<file path="src/rtl/fc4_argmax_unit_pkg.sv">
// -----------------------------------------------------------------------------
// fc4_argmax_unit_pkg
// Shared constants, FSM state encoding and the saturation helper for the final
// fully-connected classification stage and its multiply-accumulate core.
// No ports: this is a package imported by the interface, top and sub-module.
// -----------------------------------------------------------------------------
package fc4_argmax_unit_pkg;

    localparam int NUM_IN    = 64;   // activations per input vector
    localparam int NUM_OUT   = 10;   // output neurons / classes
    localparam int DATA_W    = 32;   // Q16.16 signed data width
    localparam int FRAC_BITS = 16;   // fractional bits
    localparam int ACC_W     = 72;   // signed accumulator width
    localparam int ADDR_W    = 16;   // width of every memory address port
    localparam int IDX_W     = $clog2(NUM_IN);
    localparam int CLASS_W   = $clog2(NUM_OUT);

    localparam logic signed [DATA_W-1:0] DATA_MIN = {1'b1, {(DATA_W-1){1'b0}}};
    localparam logic signed [DATA_W-1:0] DATA_MAX = {1'b0, {(DATA_W-1){1'b1}}};

    typedef enum logic [1:0] {
        ST_IDLE  = 2'd0,
        ST_MAC   = 2'd1,
        ST_WRITE = 2'd2,
        ST_DONE  = 2'd3
    } state_t;

    // Clamp a wide signed value into DATA_W. The value fits exactly when all
    // bits from the DATA_W sign bit upwards agree; otherwise the sign of the
    // wide value selects the rail.
    function automatic logic signed [DATA_W-1:0] sat_data(
        input logic signed [ACC_W-1:0] v
    );
        logic [ACC_W-DATA_W:0] upper;
        upper = v[ACC_W-1:DATA_W-1];
        if ((&upper) || (~|upper)) begin
            sat_data = v[DATA_W-1:0];
        end else if (v[ACC_W-1]) begin
            sat_data = DATA_MIN;
        end else begin
            sat_data = DATA_MAX;
        end
    endfunction

endpackage

</file>
<file path="src/rtl/fc4_argmax_unit_if.sv">
// -----------------------------------------------------------------------------
// fc4_argmax_unit_if
// Bundles the control handshake, the three combinational read ports
// (activation, weight, bias), the logit write port and the classification
// result of the FC4/argmax stage.
//   master : the classification unit (drives addresses, busy/done, logits,
//            result; receives start and read data)
//   slave  : the surrounding controller and memories
// Signals:
//   start, busy, done                       control handshake
//   act_addr/act_data                       ReLU3 activation read port
//   w_addr/w_data, b_addr/b_data            weight and bias read ports
//   logit_we/logit_addr/logit_data          logit memory write port
//   pred_class, max_logit                   argmax result, held until next done
// -----------------------------------------------------------------------------
interface fc4_argmax_unit_if;
    import fc4_argmax_unit_pkg::*;

    logic                      start;
    logic                      busy;
    logic                      done;
    logic [ADDR_W-1:0]         act_addr;
    logic signed [DATA_W-1:0]  act_data;
    logic [ADDR_W-1:0]         w_addr;
    logic signed [DATA_W-1:0]  w_data;
    logic [ADDR_W-1:0]         b_addr;
    logic signed [DATA_W-1:0]  b_data;
    logic                      logit_we;
    logic [ADDR_W-1:0]         logit_addr;
    logic signed [DATA_W-1:0]  logit_data;
    logic [CLASS_W-1:0]        pred_class;
    logic signed [DATA_W-1:0]  max_logit;

    modport master (
        input  start, act_data, w_data, b_data,
        output busy, done, act_addr, w_addr, b_addr,
               logit_we, logit_addr, logit_data, pred_class, max_logit
    );

    modport slave (
        output start, act_data, w_data, b_data,
        input  busy, done, act_addr, w_addr, b_addr,
               logit_we, logit_addr, logit_data, pred_class, max_logit
    );

endinterface

</file>
<file path="src/rtl/fc4_argmax_unit_fc_mac.sv">
// -----------------------------------------------------------------------------
// fc_mac
// Signed multiply-accumulate with synchronous clear and enable. The full
// 2*DATA_W product is sign-extended into an ACC_W accumulator.
// Ports:
//   clk, rst_n   clock, asynchronous active-low reset (clears accumulator)
//   clr_i        clear accumulator at the next edge (wins over en_i)
//   en_i         add a_i*b_i into the accumulator at the next edge
//   a_i, b_i     signed operands
//   acc_nxt_o    accumulator plus current product; this is the value the
//                accumulator takes at the next enabled edge, so a consumer
//                can capture a finished sum in the same cycle as the last
//                accumulation
// -----------------------------------------------------------------------------
module fc_mac #(
    parameter int DATA_W = 32,
    parameter int ACC_W  = 72
) (
    input  logic                     clk,
    input  logic                     rst_n,
    input  logic                     clr_i,
    input  logic                     en_i,
    input  logic signed [DATA_W-1:0] a_i,
    input  logic signed [DATA_W-1:0] b_i,
    output logic signed [ACC_W-1:0]  acc_nxt_o
);

    logic signed [2*DATA_W-1:0] a_ext;
    logic signed [2*DATA_W-1:0] b_ext;
    logic signed [2*DATA_W-1:0] prod;
    logic signed [ACC_W-1:0]    prod_ext;
    logic signed [ACC_W-1:0]    acc_q;
    logic signed [ACC_W-1:0]    acc_d;

    // Operands widened first so the product is a full-width signed result.
    assign a_ext    = {{DATA_W{a_i[DATA_W-1]}}, a_i};
    assign b_ext    = {{DATA_W{b_i[DATA_W-1]}}, b_i};
    assign prod     = a_ext * b_ext;
    assign prod_ext = {{(ACC_W-2*DATA_W){prod[2*DATA_W-1]}}, prod};
    assign acc_d    = acc_q + prod_ext;

    assign acc_nxt_o = acc_d;

    always_ff @(posedge clk or negedge rst_n) begin
        if (!rst_n) begin
            acc_q <= '0;
        end else if (clr_i) begin
            acc_q <= '0;
        end else if (en_i) begin
            acc_q <= acc_d;
        end
    end

endmodule

</file>
<file path="src/rtl/fc4_argmax_unit.sv">
// -----------------------------------------------------------------------------
// fc4_argmax_unit
// Final classification layer: for each of NUM_OUT neurons, accumulates NUM_IN
// activation*weight products, adds the neuron bias after dropping FRAC_BITS,
// saturates to DATA_W, writes the logit, and tracks a running argmax. A done
// pulse presents the predicted class and its logit.
// Ports:
//   clk    rising-edge clock
//   rst_n  asynchronous active-low reset; abandons any run in progress
//   bus    fc4_argmax_unit_if.master (handshake, read ports, logit write,
//          result)
// Timing with the start edge as edge 0: neuron k's logit is registered on edge
// 65k+64 and held on logit_data/logit_we for the following (WRITE) cycle;
// done is raised on edge 650 and sampled by the consumer on edge 651.
// -----------------------------------------------------------------------------
module fc4_argmax_unit
    import fc4_argmax_unit_pkg::*;
(
    input  logic clk,
    input  logic rst_n,
    fc4_argmax_unit_if.master bus
);

    state_t                    state_q;
    logic [IDX_W-1:0]          i_q;
    logic [CLASS_W-1:0]        neuron_q;
    logic [ADDR_W-1:0]         w_addr_q;
    logic                      busy_q;
    logic                      done_q;
    logic                      logit_we_q;
    logic [ADDR_W-1:0]         logit_addr_q;
    logic signed [DATA_W-1:0]  logit_data_q;
    logic [CLASS_W-1:0]        pred_class_q;
    logic signed [DATA_W-1:0]  max_logit_q;
    logic signed [DATA_W-1:0]  run_max_q;
    logic [CLASS_W-1:0]        run_idx_q;

    logic                      last_i;
    logic                      last_neuron;
    logic                      mac_clr;
    logic                      mac_en;
    logic                      max_upd;
    logic signed [ACC_W-1:0]   acc_nxt;
    logic signed [ACC_W-1:0]   bias_ext;
    logic signed [ACC_W-1:0]   sum_d;
    logic signed [DATA_W-1:0]  logit_d;

    assign last_i      = (i_q == IDX_W'(NUM_IN - 1));
    assign last_neuron = (neuron_q == CLASS_W'(NUM_OUT - 1));

    // Clear on the start edge and on each neuron's final MAC edge; the final
    // sum is taken from acc_nxt in that same cycle, so the clear loses nothing.
    assign mac_clr = ((state_q == ST_IDLE) && bus.start) ||
                     ((state_q == ST_MAC) && last_i);
    assign mac_en  = (state_q == ST_MAC);

    fc_mac #(
        .DATA_W (DATA_W),
        .ACC_W  (ACC_W)
    ) u_mac (
        .clk       (clk),
        .rst_n     (rst_n),
        .clr_i     (mac_clr),
        .en_i      (mac_en),
        .a_i       (bus.act_data),
        .b_i       (bus.w_data),
        .acc_nxt_o (acc_nxt)
    );

    // Bias address is held at the current neuron for its whole MAC run, so
    // b_data is already stable when the logit is captured on the last MAC
    // edge and the logit write outputs can be fully registered.
    assign bias_ext = {{(ACC_W-DATA_W){bus.b_data[DATA_W-1]}}, bus.b_data};
    assign sum_d    = (acc_nxt >>> FRAC_BITS) + bias_ext;
    assign logit_d  = sat_data(sum_d);

    // Strict compare keeps the lower index on ties; neuron 0 always seeds.
    assign max_upd  = (neuron_q == '0) || (logit_d > run_max_q);

    always_ff @(posedge clk or negedge rst_n) begin
        if (!rst_n) begin
            state_q      <= ST_IDLE;
            i_q          <= '0;
            neuron_q     <= '0;
            w_addr_q     <= '0;
            busy_q       <= 1'b0;
            done_q       <= 1'b0;
            logit_we_q   <= 1'b0;
            logit_addr_q <= '0;
            logit_data_q <= '0;
            pred_class_q <= '0;
            max_logit_q  <= DATA_MIN;
            run_max_q    <= DATA_MIN;
            run_idx_q    <= '0;
        end else begin
            done_q     <= 1'b0;
            logit_we_q <= 1'b0;
            case (state_q)
                ST_IDLE: begin
                    if (bus.start) begin
                        state_q   <= ST_MAC;
                        busy_q    <= 1'b1;
                        i_q       <= '0;
                        neuron_q  <= '0;
                        w_addr_q  <= '0;
                        run_max_q <= DATA_MIN;
                        run_idx_q <= '0;
                    end
                end
                ST_MAC: begin
                    if (last_i) begin
                        state_q      <= ST_WRITE;
                        logit_we_q   <= 1'b1;
                        logit_addr_q <= {{(ADDR_W-CLASS_W){1'b0}}, neuron_q};
                        logit_data_q <= logit_d;
                        if (max_upd) begin
                            run_max_q <= logit_d;
                            run_idx_q <= neuron_q;
                        end
                    end else begin
                        i_q      <= i_q + IDX_W'(1);
                        w_addr_q <= w_addr_q + ADDR_W'(1);
                    end
                end
                ST_WRITE: begin
                    i_q <= '0;
                    if (last_neuron) begin
                        state_q      <= ST_DONE;
                        busy_q       <= 1'b0;
                        done_q       <= 1'b1;
                        pred_class_q <= run_idx_q;
                        max_logit_q  <= run_max_q;
                        neuron_q     <= '0;
                        w_addr_q     <= '0;
                    end else begin
                        state_q  <= ST_MAC;
                        neuron_q <= neuron_q + CLASS_W'(1);
                        // Weights are laid out neuron-major, so the next
                        // neuron's first weight directly follows.
                        w_addr_q <= w_addr_q + ADDR_W'(1);
                    end
                end
                ST_DONE: begin
                    state_q <= ST_IDLE;
                end
                default: begin
                    state_q <= ST_IDLE;
                end
            endcase
        end
    end

    assign bus.busy       = busy_q;
    assign bus.done       = done_q;
    assign bus.act_addr   = {{(ADDR_W-IDX_W){1'b0}}, i_q};
    assign bus.w_addr     = w_addr_q;
    assign bus.b_addr     = {{(ADDR_W-CLASS_W){1'b0}}, neuron_q};
    assign bus.logit_we   = logit_we_q;
    assign bus.logit_addr = logit_addr_q;
    assign bus.logit_data = logit_data_q;
    assign bus.pred_class = pred_class_q;
    assign bus.max_logit  = max_logit_q;

endmodule

</file>
<file path="src/flat_wrapper.sv">
// flat-port wrapper written by rule: the top's interface ports become plain ports
module fc4_argmax_unit_flat import fc4_argmax_unit_pkg::*;
  (clk, rst_n, bus_start, bus_act_data, bus_w_data, bus_b_data, bus_busy, bus_done, bus_act_addr, bus_w_addr, bus_b_addr, bus_logit_we, bus_logit_addr, bus_logit_data, bus_pred_class, bus_max_logit);
  fc4_argmax_unit_if bus_i ();
  input  logic clk;
  input  logic rst_n;
  input wire logic [$bits(bus_i.start)-1:0] bus_start;
  input wire logic [$bits(bus_i.act_data)-1:0] bus_act_data;
  input wire logic [$bits(bus_i.w_data)-1:0] bus_w_data;
  input wire logic [$bits(bus_i.b_data)-1:0] bus_b_data;
  output wire logic [$bits(bus_i.busy)-1:0] bus_busy;
  output wire logic [$bits(bus_i.done)-1:0] bus_done;
  output wire logic [$bits(bus_i.act_addr)-1:0] bus_act_addr;
  output wire logic [$bits(bus_i.w_addr)-1:0] bus_w_addr;
  output wire logic [$bits(bus_i.b_addr)-1:0] bus_b_addr;
  output wire logic [$bits(bus_i.logit_we)-1:0] bus_logit_we;
  output wire logic [$bits(bus_i.logit_addr)-1:0] bus_logit_addr;
  output wire logic [$bits(bus_i.logit_data)-1:0] bus_logit_data;
  output wire logic [$bits(bus_i.pred_class)-1:0] bus_pred_class;
  output wire logic [$bits(bus_i.max_logit)-1:0] bus_max_logit;
  assign bus_i.start = bus_start;
  assign bus_i.act_data = bus_act_data;
  assign bus_i.w_data = bus_w_data;
  assign bus_i.b_data = bus_b_data;
  assign bus_busy = bus_i.busy;
  assign bus_done = bus_i.done;
  assign bus_act_addr = bus_i.act_addr;
  assign bus_w_addr = bus_i.w_addr;
  assign bus_b_addr = bus_i.b_addr;
  assign bus_logit_we = bus_i.logit_we;
  assign bus_logit_addr = bus_i.logit_addr;
  assign bus_logit_data = bus_i.logit_data;
  assign bus_pred_class = bus_i.pred_class;
  assign bus_max_logit = bus_i.max_logit;
  fc4_argmax_unit u_core (.clk(clk), .rst_n(rst_n), .bus(bus_i));
endmodule
</file>
<file path="config.mk">
export PLATFORM = sky130hd
export DESIGN_NAME = fc4_argmax_unit_flat
export DESIGN_NICKNAME = d
export VERILOG_FILES = /design/src/rtl/fc4_argmax_unit_pkg.sv /design/src/rtl/fc4_argmax_unit_if.sv /design/src/rtl/fc4_argmax_unit_fc_mac.sv /design/src/rtl/fc4_argmax_unit.sv /design/src/flat_wrapper.sv
export SDC_FILE = /design/constraint.sdc
export NUM_CORES = 2
export LEC_CHECK = 0
export BUFFER_PORTS_ARGS = -buffer_cell sky130_fd_sc_hd__buf_4
export CAP_MARGIN = 5
export CORE_ASPECT_RATIO = 0.7
export CORE_UTILIZATION = 50
export DETAILED_ROUTE_END_ITERATION = 10
export PLACE_DENSITY = 0.69
export REMOVE_ABC_BUFFERS = 1
export SLEW_MARGIN = 20
export SYNTH_ARGS = -nofsm -noshare
export SYNTH_HDL_FRONTEND = slang
export SYNTH_SLANG_ARGS = --single-unit
</file>
<file path="constraint.sdc">
create_clock -name clk -period 12.4 [get_ports clk]
set_input_delay 3.1 -clock clk [delete_from_list [all_inputs] [get_ports clk]]
set_output_delay 3.1 -clock clk [all_outputs]
set_load 0.1 [all_outputs]
</file>
# Word level (Yosys, flattened, before mapping)
# Index checks and enable logic that the tools add are counted.
# totals
register_bits,211
output_inout_bits,135
word_cells,84
# classes
add_sub_neg,5
n_mul,1
magnitude_cmp,1
eq_ne,10
n_mux,32
n_reduce_logical,21
# op_table
op,count
$mux W32,5
$mux W72,2
$add A72 B64 Y72,1
$mul A32 B32 Y64,1
$pmux W32 S2,1
$add A56 B32 Y57,1
$mux W16,3
$pmux W16 S3,1
$reduce_and A41 Y1,1
$reduce_or A41 Y1,1
$gt A32 B32 Y1,1
$pmux W6 S3,1
$add A16 B1 Y16 const B,1
$mux W4,4
$pmux W4 S2,2
$mux W6,2
$pmux W2 S4,1
$reduce_and A2 Y1,4
$add A6 B1 Y6 const B,1
$eq A6 B6 Y1 const B,1
$mux W1,6
$mux W2,3
$ne A2 B2 Y1 const B,3
$reduce_and A3 Y1,2
14 further kinds,21

# Depth between registers and ports, before layout
# depth
ltp_word,12
ltp_mapped,60

# Hierarchy
# Synthesis repeated with hierarchy kept, for this count alone.
# unflattened
cells_unflattened,6257
hier_area_um2,56540.5
# modules_own_cells
mod,n_inst,cells_each,area_each_um2,seq_area_each_um2
fc_mac,1,4812,45237.1,1801.7
fc4_argmax_unit,1,1445,11303.3,3480.8

# Worst setup path after synthesis
# OpenSTA, ideal clock, no wires.
# synth_path
kind,input to register
from,in bus_w_data[0]
to,reg u_core.run_max_q[10]
setup_time_ns,0.153
t_arrival_ns,17.574
required_time_ns,12.247
path_slack_ns,-5.326
path_stages,59
n_path_buf,5
path_cell_list,clkbuf_1 -> nand2_1 -> inv_1 -> fa_1 -> inv_1 -> fa_1 -> inv_1 -> fa_1 -> inv_1 -> fa_1 -> inv_1 -> fa_1 -> fa_1 -> fa_1 -> inv_1 -> fa_1 -> inv_1 -> ha_1 -> [... 23 more ...] -> o21ba_1 -> buf_6 -> buf_6 -> o21ai_1 -> ha_1 -> a21o_1 -> a21o_1 -> a21oi_1 -> o21ai_0 -> a211oi_1 -> nor3_1 -> o211a_1 -> a211oi_1 -> nor2_1 -> and2_1 -> nand2_1 -> buf_1 -> o211ai_2
# synth_between
elab_chain_cells,11
word_cells_on_any_way,16
cone_classes,add/sub (2); mul (1); order compare (1); eq/ne (1); mux (5); reduce/logical (6)
# synth_rtl
element,line_no,text
from (decl),flat_wrapper.sv:9,input wire logic [$bits(bus_i.w_data)-1:0] bus_w_data;
$mul A32 B32 Y64 (*),fc4_argmax_unit_fc_mac.sv:38,assign prod = a_ext * b_ext;
$add A72 B64 Y72 (*),fc4_argmax_unit_fc_mac.sv:40,assign acc_d = acc_q + prod_ext;
$add A56 B32 Y57 (*),fc4_argmax_unit.sv:74,assign sum_d = (acc_nxt >>> FRAC_BITS) + bias_ext;
$reduce_or A41 Y1,fc4_argmax_unit_pkg.sv:36,if ((&upper) || (~|upper)) begin
$logic_not A1 Y1,fc4_argmax_unit_pkg.sv:36,
$logic_or A1 B1 Y1,fc4_argmax_unit_pkg.sv:36,
$mux W32 (*),fc4_argmax_unit_pkg.sv:36,
via u_core.logit_d[17],fc4_argmax_unit.sv:46,logic signed [DATA_W-1:0] logit_d;
$gt A32 B32 Y1 (*),fc4_argmax_unit.sv:78,assign max_upd = (neuron_q == '0) || (logit_d > run_max_q);
$logic_or A1 B1 Y1 (*),fc4_argmax_unit.sv:78,
$ne A2 B2 Y1 (no source line) (*),-,
$reduce_and A4 Y1 (no source line) (*),-,
to (signal assigned),fc4_argmax_unit.sv:117,run_max_q <= logit_d;
to (decl),fc4_argmax_unit.sv:35,logic signed [DATA_W-1:0] run_max_q;
# The timed path passes the listed nets; every way through them passes the cells marked *. The select of a mux whose other input is x is not followed.
# A chain may end at the register's enable or synchronous reset.

# Worst setup path in the final report
# layout_path
from,in bus_w_data[0]
to,reg u_core.run_idx_q[2]
# layout_between
elab_chain_cells,11
word_cells_on_any_way,13
cone_classes,add/sub (2); mul (1); order compare (1); eq/ne (1); mux (2); reduce/logical (6)
# layout_rtl
element,line_no,text
$mul A32 B32 Y64 (*),fc4_argmax_unit_fc_mac.sv:38,
$add A72 B64 Y72 (*),fc4_argmax_unit_fc_mac.sv:40,
$add A56 B32 Y57 (*),fc4_argmax_unit.sv:74,
$reduce_or A41 Y1,fc4_argmax_unit_pkg.sv:36,
$logic_not A1 Y1,fc4_argmax_unit_pkg.sv:36,
$logic_or A1 B1 Y1,fc4_argmax_unit_pkg.sv:36,
$mux W32 (*),fc4_argmax_unit_pkg.sv:36,
$gt A32 B32 Y1 (*),fc4_argmax_unit.sv:78,
$logic_or A1 B1 Y1 (*),fc4_argmax_unit.sv:78,
$ne A2 B2 Y1 (no source line) (*),-,
$reduce_and A4 Y1 (no source line) (*),-,
to (signal assigned),fc4_argmax_unit.sv:118,run_idx_q <= neuron_q;
to (decl),fc4_argmax_unit.sv:36,logic [CLASS_W-1:0] run_idx_q;
# Every way passes the cells marked *; elsewhere a longest branch is shown, timed or not.

==> qor.txt <==
status - finished, violations left
failing checks - setup timing
R2R setup slack - -0.76 ns
Critical Path Source - bus_w_data[0]
Pre-antenna DRT Iters - 6
# hold bufs at CTS - 0
final antenna-violating net count - 0
Ys Warns - 0
Hold WC Path Type - register to register
final slew viol count - 0
slowest cell delay on critical path - 0.56 ns
crit end category - register
post-synth top area cell - fa_1
Synth Area in Adders - 53.7%
relative slew slack - 33.1%
vias in the first global route - 47,600
cell count of the worst reg-to-reg path - 59
Core ar. - 0.109 mm^2
synthesis-to-finish area growth - 23.5%
Initial DRC Count - 3,692
syn avg cell area - 9.30 um^2
Final Hold Vio Count - 0
Routed WL per cell - 19.6 um
share of post-route cells with drive strength above 1 - 22.0%
Min Clock Period, post-route - 15.58 ns
synthesized cell area - 0.0556 mm^2
RR Endpoint - u_core.run_idx_q[2]
number of placed I/O pins - 234
Post-Route WL - 164,000 um
Fin Clk Skew - 0.0176 ns
GRT Util Overall - 29.8%
Residual DRC - 0
Mapped Cells - 5,983
final net count - 8,594
post-DP HPWL - 137,000 um
share of the synthesized area in the top cell type - 46.2%
slew at the pin closest to its max-slew limit - 1.00 ns
DIE HEIGHT - 281 um
mux contribution to synthesized area - 0.162%
remaining global-route overflow - 0
largest family of logic cells by synthesized area - adder cells
CP max stage cell - fa_1
flops & latches, synth - 211
# H-tree levels - 1
main area contributors after synthesis - fa_1 46%, dfrtp_1 9.4%, inv_1 8.9%
most numerous cell in the Yosys netlist - inv_1
total CTS buffers - 23
proportion of synthesized chip area in sequential cells - 9.50%
Worst R2R Start - u_core.u_mac.acc_q[25]
first-pass GRT wire length - 264,000 um
Clock Pin Slew Worst Setup and Hold Paths - 0.07 ns
prevailing post-synth register cell - dfrtp_1
RSZ-0062 raised after global routing - yes
worst setup path end - u_core.run_idx_q[2]
Synth top cells by count - 1,322 x inv_1, 1,285 x fa_1, 848 x nand2_1
die area - 0.113 mm^2
mean number of vias per cell - 5.37
CP Data Arrival Time - 16.07 ns
post-synthesis xor/xnor area fraction - 1.89%
Critical Path Most Common Cell - fa_1
Synth cell types - 83
Sink Count - 211
kind of start point of the critical path - primary input
CTS tree - done
Max clock buf depth - 3
gp weighted congestion - 0.946
Sum Neg Setup Slack - -143.07 ns
Synth Area in Compound Gates - 9.17%
# setup viols final - 67
setup ws final - -3.18 ns
num rows - 101
max_cap viols - 0
root buffer cell - clkbuf_16
Final Cycle Share - 126%
Max Clk Rate - 64.2 MHz
Post-synth EDFFs - 0
Synth async-reset ratio - 100%
CP max FO - 12
largest net degree at the start of global routing - 78
port buffer count - 199
Critical Setup Path Class - primary input to register
antenna violations before repair - 8
worst-skew pair later-pin latency - 0.56 ns
Chip Width - 401 um
Req. time, crit path - 12.89 ns
Synth Area in Simple Gates - 14.1%
vias - 44,800
Initial Util - 50.9%
stage by stage:
step / utilization, % / hold slack, ns / instances / area (um^2) / setup slack [ns]
floorplan: - / 0.439 / 5693 / 54300 / -7.11
global placement: 59.1 / 0.462 / 8192 / 64600 / -4.21
detailed placement: 59.1 / 0.464 / 8192 / 64600 / -4.55
CTS: 61.9 / 0.480 / 8311 / 67600 / -2.99
global route: 62.8 / 0.503 / 8335 / 68700 / -3.60
finish: 62.8 / 0.478 / 8336 / 68700 / -3.18
cell families (layout without fill, tap and decap cells):
| logic type | after synthesis | in the layout |
|---|---|---|
| simple gates | 1648 | 1648 |
| mux | 9 | 9 |
| other cells | 1 | 35 |
| fa+ha+maj | 1618 | 1618 |
| compound gates | 730 | 731 |
| buf+inv | 1646 | 2522 |
| xor+xnor | 120 | 120 |
| flops | 211 | 211 |
critical path, delay by kind of cell:
| kind | cells | cell delay, ns |
|---|---|---|
| adders and majority gates | 11 | 4.93 |
| xor gates and xnor gates | 1 | 0.17 |
| buffers and inverters | 15 | 1.97 |
| AOI/OAI and AO/OA | 18 | 3.29 |
| and+or+nand+nor | 12 | 2.36 |
| muxes | 1 | 0.17 |
registers in the layout (all words and copies together), names as in the netlist, 2 cells and up:
register	count
u_core.bus.logit_addr	4
u_core.i_q	6
u_core.run_max_q	32
u_core.u_mac.acc_q	72
u_core.neuron_q	4
u_core.bus.pred_class	4
u_core.bus.w_addr	16
u_core.bus.logit_data	32
u_core.state_q	2
u_core.bus.max_logit	32
u_core.run_idx_q	4
area by class of cell:
class,count,area (um^2)
Clock inverter,12,205
Multi-Input combinational cell,4160,45500
Antenna cell,1,2.50
Sequential cell,211,5280
Inverter,1323,4970
Timing Repair Buffer,1158,10200
Clock buffer,29,648
Fill cell,8894,40600
Tap cell,1442,1800
timing repair:
| action | 4_1_cts | 5_1_grt |
|---|---|---|
| setup endpoints to repair | 68 | 68 |
| resized for setup | 317 | 192 |
| pin swaps | 153 | 108 |
| gates cloned | 15 | 3 |
| setup buffers | 64 | 25 |
worst min path at each step:
| stage | start | endpoint | cells after the start |
|---|---|---|---|
| floorplan | u_core.run_idx_q[0] | u_core.bus.pred_class[0] | 2 |
| global placement | u_core.bus.logit_addr[3] | u_core.bus.logit_addr[3] | 2 |
| detailed placement | u_core.bus.max_logit[0] | u_core.bus.max_logit[0] | 2 |
| CTS | u_core.bus.max_logit[0] | u_core.bus.max_logit[0] | 2 |
| global route | u_core.u_mac.acc_q[12] | u_core.u_mac.acc_q[12] | 2 |
| finish | u_core.bus.max_logit[0] | u_core.bus.max_logit[0] | 2 |
cell usage in the layout (no fill, tap or decap), types with 31 or more instances in the layout:
cell,instances
a21o_1,75
a21oi_1,115
a22o_1,66
and2_1,391
buf_12,60
buf_4,1000
buf_6,52
conb_1,34
dfrtp_1,209
fa_1,1264
ha_1,317
inv_1,1310
nand2_1,820
nand2b_1,31
nand3_1,38
nand4_1,45
nor2_1,128
o21ai_0,119
o21ai_1,45
xnor2_1,59
xor2_1,45
routing by layer:
metal	vias up	global-route usage (%)	wire (um)
met4	6	5.31	3510
met5	-	0	33
met3	211	6.00	15000
met1	22900	43.9	71800
met2	1712	46.1	73400
li1	19900	-	-
Power is left out: the tool's default activity adds up to more than one toggle a clock period on the data nets, which glitch-free logic cannot reach.
